$ cat config.mk
export PLATFORM = sky130hd
export DESIGN_NAME = fnd_time_display_flat
export DESIGN_NICKNAME = d
export VERILOG_FILES = /design/src/rtl/fnd_pkg.sv /design/src/rtl/fnd_time_display_if.sv /design/src/rtl/time_bin2bcd_seq.sv /design/src/rtl/fnd_time_display.sv /design/src/flat_wrapper.sv
export SDC_FILE = /design/constraint.sdc
export NUM_CORES = 1
export LEC_CHECK = 0
export ABC_AREA = 1
export CAP_MARGIN = 20
export CORE_MARGIN = 2
export CORE_UTILIZATION = 61
export CTS_BUF_LIST = sky130_fd_sc_hd__clkbuf_8 sky130_fd_sc_hd__clkbuf_16
export DETAILED_ROUTE_END_ITERATION = 10
export PLACE_DENSITY = 0.87
export SYNTH_ARGS = -nofsm -noshare
export SYNTH_HDL_FRONTEND = slang
export SYNTH_SLANG_ARGS = --single-unit
$ cat constraint.sdc
create_clock -name i_clk -period 3.65 [get_ports i_clk]
set_input_delay 0.73 -clock i_clk [delete_from_list [all_inputs] [get_ports i_clk]]
set_output_delay 0.73 -clock i_clk [all_outputs]
set_load 0.1 [all_outputs]
$ cat src/rtl/fnd_pkg.sv
// Shared definitions for the FND time display path.
// Provides the conversion FSM state type, the 7-segment codes
// ({g,f,e,d,c,b,a}, active-low) and the sizing constants used by the
// binary-to-BCD engine and the digit scanner.
package fnd_pkg;

  localparam int BIN_W   = 14;
  localparam int DIGITS  = 4;
  localparam int BCD_MAX = 9999;

  typedef enum logic [1:0] {
    ST_IDLE  = 2'd0,
    ST_CONV  = 2'd1,
    ST_LATCH = 2'd2
  } conv_state_e;

  localparam logic [6:0] SEG_0     = 7'b1000000;
  localparam logic [6:0] SEG_1     = 7'b1111001;
  localparam logic [6:0] SEG_2     = 7'b0100100;
  localparam logic [6:0] SEG_3     = 7'b0110000;
  localparam logic [6:0] SEG_4     = 7'b0011001;
  localparam logic [6:0] SEG_5     = 7'b0010010;
  localparam logic [6:0] SEG_6     = 7'b0000010;
  localparam logic [6:0] SEG_7     = 7'b1111000;
  localparam logic [6:0] SEG_8     = 7'b0000000;
  localparam logic [6:0] SEG_9     = 7'b0010000;
  localparam logic [6:0] SEG_BLANK = 7'b1111111;

  function automatic logic [6:0] seg_decode(input logic [3:0] nib);
    logic [6:0] seg;
    case (nib)
      4'd0:    seg = SEG_0;
      4'd1:    seg = SEG_1;
      4'd2:    seg = SEG_2;
      4'd3:    seg = SEG_3;
      4'd4:    seg = SEG_4;
      4'd5:    seg = SEG_5;
      4'd6:    seg = SEG_6;
      4'd7:    seg = SEG_7;
      4'd8:    seg = SEG_8;
      4'd9:    seg = SEG_9;
      default: seg = SEG_BLANK;
    endcase
    return seg;
  endfunction

endpackage

$ cat src/rtl/fnd_time_display_if.sv
// Bundle of the time display's data/control inputs and display outputs.
//   i_timeData : packed time value from the time counter (mm*100+ss)
//   i_dpOn     : light the MM/SS decimal point
//   i_blank    : turn all digits off
//   o_fndCom   : digit commons, active-low, bit0 = rightmost
//   o_fndFont  : segments {dp,g,f,e,d,c,b,a}, active-low
//   o_bcd      : latched BCD {thousands,hundreds,tens,ones}
//   o_busy     : conversion in progress
// master = the driver of the time value (time counter / bench),
// slave  = the display block.
interface fnd_time_display_if;
  import fnd_pkg::*;

  logic [BIN_W-1:0] i_timeData;
  logic             i_dpOn;
  logic             i_blank;
  logic [3:0]       o_fndCom;
  logic [7:0]       o_fndFont;
  logic [15:0]      o_bcd;
  logic             o_busy;

  modport master (
    output i_timeData, i_dpOn, i_blank,
    input  o_fndCom, o_fndFont, o_bcd, o_busy
  );

  modport slave (
    input  i_timeData, i_dpOn, i_blank,
    output o_fndCom, o_fndFont, o_bcd, o_busy
  );
endinterface

$ cat src/rtl/time_bin2bcd_seq.sv
// Sequential binary-to-BCD converter (shift-add-3 / double dabble).
//   i_clk, i_rst : clock, synchronous active-high reset
//   i_start      : accepted only while idle (o_busy low)
//   i_bin        : binary value, clamped to BCD_MAX on capture
//   o_busy       : high from the capture edge until the latch edge
//   o_done       : one-cycle pulse after the result is latched
//   o_bcd        : latched four-digit BCD result
// Timing: capture at edge k, 14 shift cycles, result latched at edge k+15.
module time_bin2bcd_seq
  import fnd_pkg::*;
(
  input  logic             i_clk,
  input  logic             i_rst,
  input  logic             i_start,
  input  logic [BIN_W-1:0] i_bin,
  output logic             o_busy,
  output logic             o_done,
  output logic [15:0]      o_bcd
);

  conv_state_e      state_q, state_d;
  logic [3:0]       cnt_q, cnt_d;
  logic [BIN_W-1:0] bin_q, bin_d;
  logic [15:0]      acc_q, acc_d;
  logic [15:0]      bcd_q, bcd_d;
  logic             busy_q, busy_d;
  logic             done_q, done_d;
  logic [15:0]      acc_adj;

  function automatic logic [15:0] add3_nibbles(input logic [15:0] v);
    logic [15:0] r;
    for (int i = 0; i < DIGITS; i++) begin
      r[4*i +: 4] = (v[4*i +: 4] >= 4'd5) ? v[4*i +: 4] + 4'd3 : v[4*i +: 4];
    end
    return r;
  endfunction

  function automatic logic [BIN_W-1:0] clamp_bin(input logic [BIN_W-1:0] v);
    return (v > BIN_W'(BCD_MAX)) ? BIN_W'(BCD_MAX) : v;
  endfunction

  always_comb begin
    state_d = state_q;
    cnt_d   = cnt_q;
    bin_d   = bin_q;
    acc_d   = acc_q;
    bcd_d   = bcd_q;
    busy_d  = busy_q;
    done_d  = 1'b0;
    acc_adj = add3_nibbles(acc_q);
    case (state_q)
      ST_IDLE: begin
        if (i_start) begin
          bin_d   = clamp_bin(i_bin);
          acc_d   = '0;
          cnt_d   = '0;
          busy_d  = 1'b1;
          state_d = ST_CONV;
        end
      end
      ST_CONV: begin
        // Correct every nibble first, then shift the next binary MSB in.
        acc_d = {acc_adj[14:0], bin_q[BIN_W-1]};
        bin_d = {bin_q[BIN_W-2:0], 1'b0};
        cnt_d = cnt_q + 4'd1;
        if (cnt_q == 4'(BIN_W - 1)) state_d = ST_LATCH;
      end
      ST_LATCH: begin
        bcd_d   = acc_q;
        busy_d  = 1'b0;
        done_d  = 1'b1;
        state_d = ST_IDLE;
      end
      default: state_d = ST_IDLE;
    endcase
  end

  always_ff @(posedge i_clk) begin
    if (i_rst) begin
      state_q <= ST_IDLE;
      cnt_q   <= '0;
      bcd_q   <= '0;
      busy_q  <= 1'b0;
      done_q  <= 1'b0;
    end else begin
      state_q <= state_d;
      cnt_q   <= cnt_d;
      bcd_q   <= bcd_d;
      busy_q  <= busy_d;
      done_q  <= done_d;
    end
  end

  // Working registers are always re-initialised on capture.
  always_ff @(posedge i_clk) begin
    bin_q <= bin_d;
    acc_q <= acc_d;
  end

  assign o_busy = busy_q;
  assign o_done = done_q;
  assign o_bcd  = bcd_q;

endmodule

$ cat src/rtl/fnd_time_display.sv
// Four-digit common-anode FND driver for the mm:ss time value.
//   i_clk, i_rst : clock, synchronous active-high reset
//   bus (slave)  : time value, dp/blank controls in; commons, segments,
//                  latched BCD and busy out (see fnd_time_display_if)
// Parameters:
//   SCAN_DIV : clock cycles each digit stays selected (2..2^20)
//   DP_DIGIT : digit index (0 = rightmost) whose dp follows i_dpOn
// A new conversion starts whenever the idle converter sees an input that
// differs from the last raw value captured; changes during a conversion
// are picked up on the return to idle. The scanner free-runs.
module fnd_time_display
  import fnd_pkg::*;
#(
  parameter int SCAN_DIV = 100000,
  parameter int DP_DIGIT = 2
) (
  input  logic               i_clk,
  input  logic               i_rst,
  fnd_time_display_if.slave  bus
);

  localparam int CNT_W = (SCAN_DIV > 2) ? $clog2(SCAN_DIV) : 1;

  logic [BIN_W-1:0] last_q, last_d;
  logic             start;
  logic             busy;
  logic             done;
  logic [15:0]      bcd;

  logic [CNT_W-1:0] scan_cnt_q, scan_cnt_d;
  logic [1:0]       digit_q, digit_d;
  logic [3:0]       com_q, com_d;
  logic [7:0]       font_q, font_d;
  logic [3:0]       nib;
  logic             dp_n;

  // Raw value is remembered so a steady out-of-range input converts once.
  always_comb begin
    start  = !busy && (bus.i_timeData != last_q);
    last_d = start ? bus.i_timeData : last_q;
  end

  time_bin2bcd_seq u_bin2bcd (
    .i_clk  (i_clk),
    .i_rst  (i_rst),
    .i_start(start),
    .i_bin  (bus.i_timeData),
    .o_busy (busy),
    .o_done (done),
    .o_bcd  (bcd)
  );

  always_comb begin
    scan_cnt_d = scan_cnt_q + CNT_W'(1);
    digit_d    = digit_q;
    if (scan_cnt_q == CNT_W'(SCAN_DIV - 1)) begin
      scan_cnt_d = '0;
      digit_d    = digit_q + 2'd1;
    end
    nib    = bcd[4*digit_q +: 4];
    dp_n   = !((digit_q == 2'(DP_DIGIT)) && bus.i_dpOn);
    // Commons and font come from the same digit index, so they switch
    // together on one edge.
    com_d  = ~(4'b0001 << digit_q);
    font_d = {dp_n, seg_decode(nib)};
    if (bus.i_blank) begin
      com_d  = 4'b1111;
      font_d = 8'hFF;
    end
  end

  always_ff @(posedge i_clk) begin
    if (i_rst) begin
      last_q     <= '0;
      scan_cnt_q <= '0;
      digit_q    <= '0;
      com_q      <= 4'b1111;
      font_q     <= 8'hFF;
    end else begin
      last_q     <= last_d;
      scan_cnt_q <= scan_cnt_d;
      digit_q    <= digit_d;
      com_q      <= com_d;
      font_q     <= font_d;
    end
  end

  assign bus.o_fndCom  = com_q;
  assign bus.o_fndFont = font_q;
  assign bus.o_bcd     = bcd;
  assign bus.o_busy    = busy;

  logic unused_done;
  assign unused_done = done;

endmodule

$ cat src/flat_wrapper.sv
// flat-port wrapper written by rule: the top's interface ports become plain ports
module fnd_time_display_flat import fnd_pkg::*;
#(
  parameter int SCAN_DIV = 100000,
  parameter int DP_DIGIT = 2
)
  (i_clk, i_rst, bus_i_timeData, bus_i_dpOn, bus_i_blank, bus_o_fndCom, bus_o_fndFont, bus_o_bcd, bus_o_busy);
  fnd_time_display_if bus_i ();
  input  logic i_clk;
  input  logic i_rst;
  input wire logic [$bits(bus_i.i_timeData)-1:0] bus_i_timeData;
  input wire logic [$bits(bus_i.i_dpOn)-1:0] bus_i_dpOn;
  input wire logic [$bits(bus_i.i_blank)-1:0] bus_i_blank;
  output wire logic [$bits(bus_i.o_fndCom)-1:0] bus_o_fndCom;
  output wire logic [$bits(bus_i.o_fndFont)-1:0] bus_o_fndFont;
  output wire logic [$bits(bus_i.o_bcd)-1:0] bus_o_bcd;
  output wire logic [$bits(bus_i.o_busy)-1:0] bus_o_busy;
  assign bus_i.i_timeData = bus_i_timeData;
  assign bus_i.i_dpOn = bus_i_dpOn;
  assign bus_i.i_blank = bus_i_blank;
  assign bus_o_fndCom = bus_i.o_fndCom;
  assign bus_o_fndFont = bus_i.o_fndFont;
  assign bus_o_bcd = bus_i.o_bcd;
  assign bus_o_busy = bus_i.o_busy;
  fnd_time_display #(.SCAN_DIV(SCAN_DIV), .DP_DIGIT(DP_DIGIT)) u_core (.i_clk(i_clk), .i_rst(i_rst), .bus(bus_i));
endmodule
* Yosys cells after proc, flatten, opt, wreduce, memory -nomap -nowiden
Memory sizes are Yosys's and may differ from the RTL's. A register that Yosys moved wholly into a read port is not among the register bits. Cells that the tools add are included.
Word-level totals: bits in registers 98, memories kept 1, bits in read-only memories 112, output and inout bits 29
Memory list:
- (no name shown) | depth 16, width 7, rd ports 1, clocked after Yosys merged registers in 1, write ports 0, line fnd_pkg.sv:31 | case (nib)
Operators by class: shift operators 2, reductions and logical operators 12, magnitude comparators 5, equality and inequality tests 8, bitwise gates (word level) 1, multiplexer cells 16, add/sub/neg operators 7
Operators by type and width (number):
- $pmux 16 s2 | 1
- $mux 14 | 2
- $pmux 14 s2 | 1
- $add 17x1->17 const B | 1
- $eq 17x17->1 const B | 1
- $ge 4x3->1 const B | 4
- $mux 16 | 1
- $mux 4 | 4
- $shiftx 16x5->4 | 1
- $gt 14x14->1 const B | 1
- $ne 14x14->1 | 1
- $add 4x2->4 const B | 3
- $pmux 4 s2 | 1
- $reduce_and 2->1 | 3
- $add 4x1->4 const B | 1
- $eq 2x2->1 const B | 2
- $eq 4x4->1 const B | 1
- $mux 2 | 2
- $not 4->4 | 1
- $pmux 2 s2 | 1
- $reduce_bool 2->1 | 2
- $reduce_or 2->1 | 2
- $shl 1x2->4 const A | 1
- $add 3x2->3 const B | 1
- other kinds (10) | 12

* Longest topological paths before layout
Gate-level depths: netlist of run 1.
depth after elaboration 4, depth in mapped cells 11, depth with buffers taken out 11

* Modules after synthesis
A second synthesis of run 1 with hierarchy kept.
Unflattened totals: cells, all modules 625, area, all modules 4942.2 µm²
By module, submodules not included:
- time_bin2bcd_seq | instances 1, cells each 269, area an instance 2478.6 µm²
- fnd_time_display | instances 1, cells each 356, area an instance 2463.6 µm²

* Worst setup path after synthesis of run 1
No wires, ideal clock.
path type in2reg, from input port bus_i_timeData[12], to register u_core.u_bin2bcd.acc_q[0] (enable), data required time 3.261 ns, buffers on the path 0, setup slack 1.308 ns, stages 9, data arrival time 1.953 ns, cells stage by stage inv_1 nand2_1 nand2_1 nor2_1 nand2_1 nor2_1 nand2_1 nand3_1 nand2_1
Between the ends: word-level cells in the longest chain between the ends 4
Ends and longest elaborated chain:
- from (decl) | line flat_wrapper.sv:11 | input wire logic [$bits(bus_i.i_timeData)-1:0] bus_i_timeData;
- $ne 14x14->1 | line fnd_time_display.sv:39 | start = !busy && (bus.i_timeData != last_q);
- $logic_and 1x1->1 | line fnd_time_display.sv:39
- $ne 2x1->1 (no line)
- $reduce_and 2->1 (no line)
- to (signal assigned) | line time_bin2bcd_seq.sv:97 | acc_q <= acc_d;
- to (decl) | line time_bin2bcd_seq.sv:24 | logic [15:0] acc_q, acc_d;
No other way between the ends. A chain may end at the register's enable or synchronous reset.

* Final worst setup path of run 1
from register u_core.u_bin2bcd.bcd_q[13] (netlist: u_core.u_bin2bcd.o_bcd[13]), to output port bus_o_bcd[13]
RTL lines:
- from (decl) | line time_bin2bcd_seq.sv:25 | logic [15:0] bcd_q, bcd_d;
- from (signal assigned) | line time_bin2bcd_seq.sv:82 | bcd_q <= '0;
- from (signal assigned) | line time_bin2bcd_seq.sv:88 | bcd_q <= bcd_d;
- to (decl) | line flat_wrapper.sv:16 | output wire logic [$bits(bus_i.o_bcd)-1:0] bus_o_bcd;
No word-level cell between the ends.

==> results of run 1 <==
==> cell families after synthesis <==
kind of cell	count (synthesis)	synth area share
and+or+nand+nor	215	0.201
AOI/OAI and AO/OA	124	0.148
DFF	98	0.497
buffers and inverters	87	0.0753
adders and majority gates	20	0.0549
xor gates and xnor gates	13	0.0250
==> placed cells by master, fill, tap and decap left out, types with 2 or more instances in the layout <==
cell,n
a21oi_1,51
a31oi_1,5
buf_4,3
clkbuf_8,9
clkdlybuf4s50_1,46
clkinv_1,3
clkinv_2,2
dfxtp_1,68
edfxtp_1,30
ha_1,20
inv_1,71
inv_2,4
nand2_1,106
nand2_2,3
nand3_1,16
nand3_2,2
nand4_1,3
nor2_1,66
nor2_2,4
nor3_1,9
nor3b_1,3
o21ai_0,55
o21ai_1,2
o31ai_1,4
xnor2_1,5
xor2_1,8
==> stage by stage <==
step                instances  area (sq um)  worst slack, ns  power [W]
CTS                       707          5250            0.997    0.00232
floorplan                 557          4550             1.31    0.00163
global route              707          5250            0.865    0.00244
finish                    707          5250             1.01    0.00231
global placement          691          5090            0.800    0.00172
detailed placement        691          5090            0.709    0.00175
==> power by group <==
group	leakage [nW]	total [W]	switching [W]	internal (W)
clock	0.0879	0.000577	0.000343	0.000234
sequential	0.864	0.00131	0.0000617	0.00125
combinational	1.21	0.000420	0.000286	0.000133
==> worst paths after layout <==
path / to / cells after the start
min: u_core.scan_cnt_q[0] / 1
min reg2reg: u_core.scan_cnt_q[0] / 1
max reg2reg: u_core.u_bin2bcd.acc_q[11] / 6
max: bus_o_bcd[13] / 1
==> state kept, by name (all words and copies together), names as in the netlist <==
name,cells
u_core.u_bin2bcd.o_busy,1
u_core.u_bin2bcd.cnt_q,4
u_core.bus.o_fndFont,8
u_core.digit_q,2
u_core.u_bin2bcd.acc_q,16
u_core.u_bin2bcd.o_bcd,16
u_core.last_q,14
u_core.u_bin2bcd.bin_q,14
u_core.scan_cnt_q,17
u_core.bus.o_fndCom,4
u_core.u_bin2bcd.state_q,2
==> metal layers <==
metal  GRT usage  up-vias
met3      0.0351       22
met4       0.100        0
met2       0.415      102
li1            -     1914
met5           0        -
met1       0.288     1756
==> layout make-up <==
cell class                      count  area (sq um)
Sequential cell                    98          2260
Fill cell                         560          2010
Multi-Input combinational cell    372          1950
Timing Repair Buffer               49           483
Inverter                           73           274
Clock buffer                        9           124
Tap cell                           99           124
Clock inverter                      7          28.8
==> cells in the mapped netlist, types with 3 or more instances <==
library cell,count,area share
a21oi_1,51,0.056
nand3_1,16,0.018
inv_1,69,0.057
a31oi_1,5,0.0069
nand2_1,106,0.087
clkbuf_1,8,0.0066
inv_2,4,0.0033
nor3_1,9,0.0099
o31ai_1,4,0.0066
dfxtp_1,68,0.30
ha_1,20,0.055
xnor2_1,5,0.0096
nand4_1,3,0.0041
nor3b_1,3,0.0049
xor2_1,8,0.015
buf_2,4,0.0044
nand2_2,3,0.0041
nor2_2,4,0.0055
nor2_1,66,0.054
o21ai_0,55,0.060
edfxtp_1,30,0.20
==> metrics.yaml, run 1 <==
outcome: "finished, final reports clean"
maxCapViolCount: 0
clk_latency_ns: 0.35
max_freq_ghz: 0.379
setup_tns_ns: 0
cts_root_buffer: "clkbuf_8"
fin_nets: 641
grt-ovfl-total: 0
die-height_microns: 90.4
grt_setup_unrepaired: "false"
htreeDepth: 3
startpoint_type: "flip-flop"
ir_worst_vdd_mv: 0.285
die_w_microns: 90.4
slowest_delay_ns: 1.16
io_buffers: 46
antenna_found_initial: 0
routed.top_layer: "met4"
ys_async_sr_fraction: 0
ant_nets: 0
skew_ns: 0.00766
met3WireLength_microns: 399
io_pins: 47
syn-num-nets: 595
cp_max_fo: 3
met2_length_microns: 4600
clkSinkCount: 98
yosysUniqueCellTypes: 35
ys_warn_count: 0
netlist_instances: 557
drt-met1-wl_microns: 3970
critical_path_class: "reg2out"
path_cells: "clkdlybuf4s50_1"
gp_congestion: 0.895
synthFlopType: "dfxtp_1"
post-route-period-util: 0.723
cts_resized: 0
first_iter_violations: 278
fin_util: 0.723
grt_use_total: 0.236
whs_ns: 0.452
drt-total-wl_microns: 9180
slowest_stage: "clkdlybuf4s50_1"
avgViaCountPerCell: 5.37
drtPass1Iterations: 5
hpwl_microns: 6700
cts_tree: "done"
p_per_area_mw_per_mm2: 440
hold_class: "reg2reg"
path_delay_family: "buffers and inverters"
drv_slew: 0
layout_min_cycle_time_ns: 2.64
core-area_sq_mm: 0.00725
crit_arrival_ns: 1.91
cp.required_ns: 2.92
grt_pass1_vias: 3645
routedWlPerCell_microns: 13.0
tightest_slew_ns: 0.993
path_buf_inv: 1
setup_violations: 0
path_clk_slew_ns: 0.08
dieArea_sq_mm: 0.00817
synthToLayoutAreaGrowth_pct: 15.2
grt_pass1_wl_microns: 15900
min_from: "u_core.scan_cnt_q[0]"
clockBufferDepth: 2
cp-end-kind: "output port"
startpoint: "u_core.u_bin2bcd.o_bcd[13]"
syn_area_per_cell_sq_um: 8.18
numCtsBuffers: 9
layout-drive-gt1-share: 0.0559
synth_edf_count: 30
row_count: 31
leakagePower_nw: 2.17
r2r-start: "u_core.u_bin2bcd.state_q[0]"
cts_setup_buffers: 0
drc_errors: 0
initial_utilization: 0.628
ys_seq_area_frac: 0.497
syn_area_sq_mm: 0.00455
vias: 3794
ctsHoldBuffers: 0
rrSetupSlack_ns: 1.36
finalHoldViolations: 0
relSlewSlack: 0.336
synth-seq-cells: 98
diodes: 0
grt_max_degree: 36
Note: power is estimated with default switching activity, not from simulation.
==> run 2: changes to the inputs <==
--- a/config.mk
+++ b/config.mk
@@ -8,10 +8,10 @@
 export ABC_AREA = 1
 export CAP_MARGIN = 20
 export CORE_MARGIN = 2
-export CORE_UTILIZATION = 61
+export CORE_UTILIZATION = 57
 export CTS_BUF_LIST = sky130_fd_sc_hd__clkbuf_8 sky130_fd_sc_hd__clkbuf_16
 export DETAILED_ROUTE_END_ITERATION = 10
-export PLACE_DENSITY = 0.87
+export PLACE_DENSITY = 0.82
 export SYNTH_ARGS = -nofsm -noshare
 export SYNTH_HDL_FRONTEND = slang
 export SYNTH_SLANG_ARGS = --single-unit
==> constraint.sdc (replaced) <==
create_clock -name i_clk -period 2.7 [get_ports i_clk]
set_input_delay 0.54 -clock i_clk [delete_from_list [all_inputs] [get_ports i_clk]]
set_output_delay 0.54 -clock i_clk [all_outputs]
set_load 0.1 [all_outputs]
==> run 2 against run 1 <==
  * Clock power increased by 43%
  * First-iteration DRC count decreased by 41%
  * Setup slack got worse by 0.44 ns
  * Via count decreased by 2.2%
  * Critical path type is now in2reg
==> metrics.yaml, run 2 (synthesized netlist as in run 1, its figures left out) <==
largest_register: "u_core.scan_cnt_q"  # unchanged
hpwl_microns: 6530  # was 6700 microns
path_delay_family: "buffers and inverters"  # unchanged
htreeDepth: 3  # unchanged
hold_class: "reg2reg"  # unchanged
grt_pass1_vias: 3517  # was 3645
grt-ovfl-total: 0  # unchanged
path_clk_slew_ns: 0.09  # was 0.08 ns
grt_busiest_layer: "met2"  # unchanged
layout_commonest_cell: "nand2_1"  # unchanged
finalNonFillerCells: 711  # was 707
dieArea_sq_mm: 0.00872  # was 0.00817 sq mm
final_cell_area_sq_mm: 0.00519  # was 0.00525 sq mm
setup_tns_ns: 0  # unchanged
setup_violations: 0  # unchanged
outcome: "finished, final reports clean"  # unchanged
grt_setup_unrepaired: "false"  # unchanged
vias: 3712  # was 3794
row_count: 32  # was 31
core-area_sq_mm: 0.00773  # was 0.00725 sq mm
path_cells: "clkdlybuf4s50_1, inv_1, nand2_1, nand2_1, nor2_1, nand2_1, nor2_1, nand2_1, nand3_1, nand2_1, buf_4"  # was clkdlybuf4s50_1
dp_cells: 695  # was 691
cts_tree: "done"  # unchanged
drc_errors: 0  # unchanged
layout_min_cycle_time_ns: 2.13
numCtsBuffers: 9  # unchanged
io_pins: 47  # unchanged
drtPass1Iterations: 5  # unchanged
drt-total-wl_microns: 9010  # was 9180 microns
relSlewSlack: 0.579  # was 0.336
clockBufferDepth: 2  # unchanged
io_buffers: 46  # unchanged
grt_use_total: 0.218  # was 0.236
grt_use_met1: 0.270  # was 0.288
cp-end-kind: "flip-flop"  # was output port
cp_max_fo: 32  # was 3
startpoint_type: "input port"  # was flip-flop
ctsHoldBuffers: 0  # unchanged
leakagePower_nw: 2.20  # was 2.17 nW
first_iter_violations: 165  # was 278
drv_slew: 0  # unchanged
diodes: 0  # unchanged
synthToLayoutAreaGrowth_pct: 14.0  # was 15.2%
crit_top_cell: "nand2_1"
use_met3: 0.0371  # was 0.0351
post-route-period-util: 0.789
skew_ns: 0.00907  # was 0.00766 ns
die-height_microns: 93.4  # was 90.4 microns
clkSinkCount: 98  # unchanged
layout_common_cells: "nand2_1, inv_1, dfxtp_1, nor2_1, o21ai_0"  # unchanged
cts_root_buffer: "clkbuf_8"  # unchanged
slowest_stage: "clkdlybuf4s50_1"  # unchanged
cts_setup_buffers: 0  # unchanged
p_per_area_mw_per_mm2: 607  # was 440 mW/mm^2
maxCapViolCount: 0  # unchanged
avgViaCountPerCell: 5.22  # was 5.37
grt_pass1_wl_microns: 15200  # was 15900 microns
routedWlPerCell_microns: 12.7  # was 13.0 microns
antenna_found_initial: 0  # unchanged
die_w_microns: 93.4  # was 90.4 microns
grt_use_met2: 0.384  # was 0.415
ir_worst_vdd_mv: 0.347  # was 0.285 mV
path_buf_inv: 3  # was 1
fin_nets: 642  # was 641
slowest_delay_ns: 0.44  # was 1.16 ns
cp.required_ns: 2.72  # was 2.92 ns
clk_latency_ns: 0.36  # was 0.35 ns
grt_max_degree: 36  # unchanged
initial_utilization: 0.589  # was 0.628
tightest_slew_ns: 0.630  # was 0.993 ns
max_freq_ghz: 0.469
largest_reg_flops: 17  # unchanged
critical_path_class: "in2reg"  # was reg2out
layout-drive-gt1-share: 0.108  # was 0.0559
finalHoldViolations: 0  # unchanged
cts_resized: 0  # unchanged
gp_congestion: 0.840  # was 0.895
crit_arrival_ns: 2.15  # was 1.91 ns
rrSetupSlack_ns: 0.71  # was 1.36 ns
ant_nets: 0  # unchanged
dpl_cell_area_sq_mm: 0.00503  # was 0.00509 sq mm
-- run 2: cell type report --
type | count | area (sq um)
Fill cell | 656 | 2530
Timing Repair Buffer | 50 | 418
Multi-Input combinational cell | 372 | 1950
Sequential cell | 98 | 2260
Clock inverter | 7 | 38.8
Inverter | 73 | 274
Clock buffer | 9 | 124
Tap cell | 102 | 128
-- run 2: per-layer routing --
metal / wire length [microns] / part of all wire
met5: 0 / 0
met4: 121 / 0.013
met3: 337 / 0.037
met2: 4450 / 0.49
met1: 4100 / 0.46
-- run 2: path summary, 6_finish.rpt --
kind,start,end,cells after the start
max,bus_i_timeData[12],u_core.u_bin2bcd.bin_q[9],11
min,u_core.scan_cnt_q[0],u_core.scan_cnt_q[0],1
max reg2reg,u_core.scan_cnt_q[0],u_core.scan_cnt_q[14],8
min reg2reg,u_core.scan_cnt_q[0],u_core.scan_cnt_q[0],1
-- run 2: report_power, final --
| part | switching (W) | internal, W |
|---|---|---|
| combinational | 0.000374 | 0.000178 |
| sequential | 0.0000799 | 0.00169 |
| clock | 0.000502 | 0.000324 |
| total | 0.000957 | 0.00219 |
-- run 2: through the flow --
stage / power (W) / utilization / hold WS, ns / setup slack, ns
2_1_floorplan: 0.00220 / - / 0.418 / 0.366
3_3_place_gp: 0.00232 / 0.651 / 0.429 / 0.285
3_5_place_dp: 0.00236 / 0.651 / 0.459 / 0.206
4_1_cts: 0.00316 / 0.672 / 0.475 / 0.568
5_1_grt: 0.00332 / 0.672 / 0.495 / 0.442
6_report: 0.00315 / 0.672 / 0.469 / 0.570
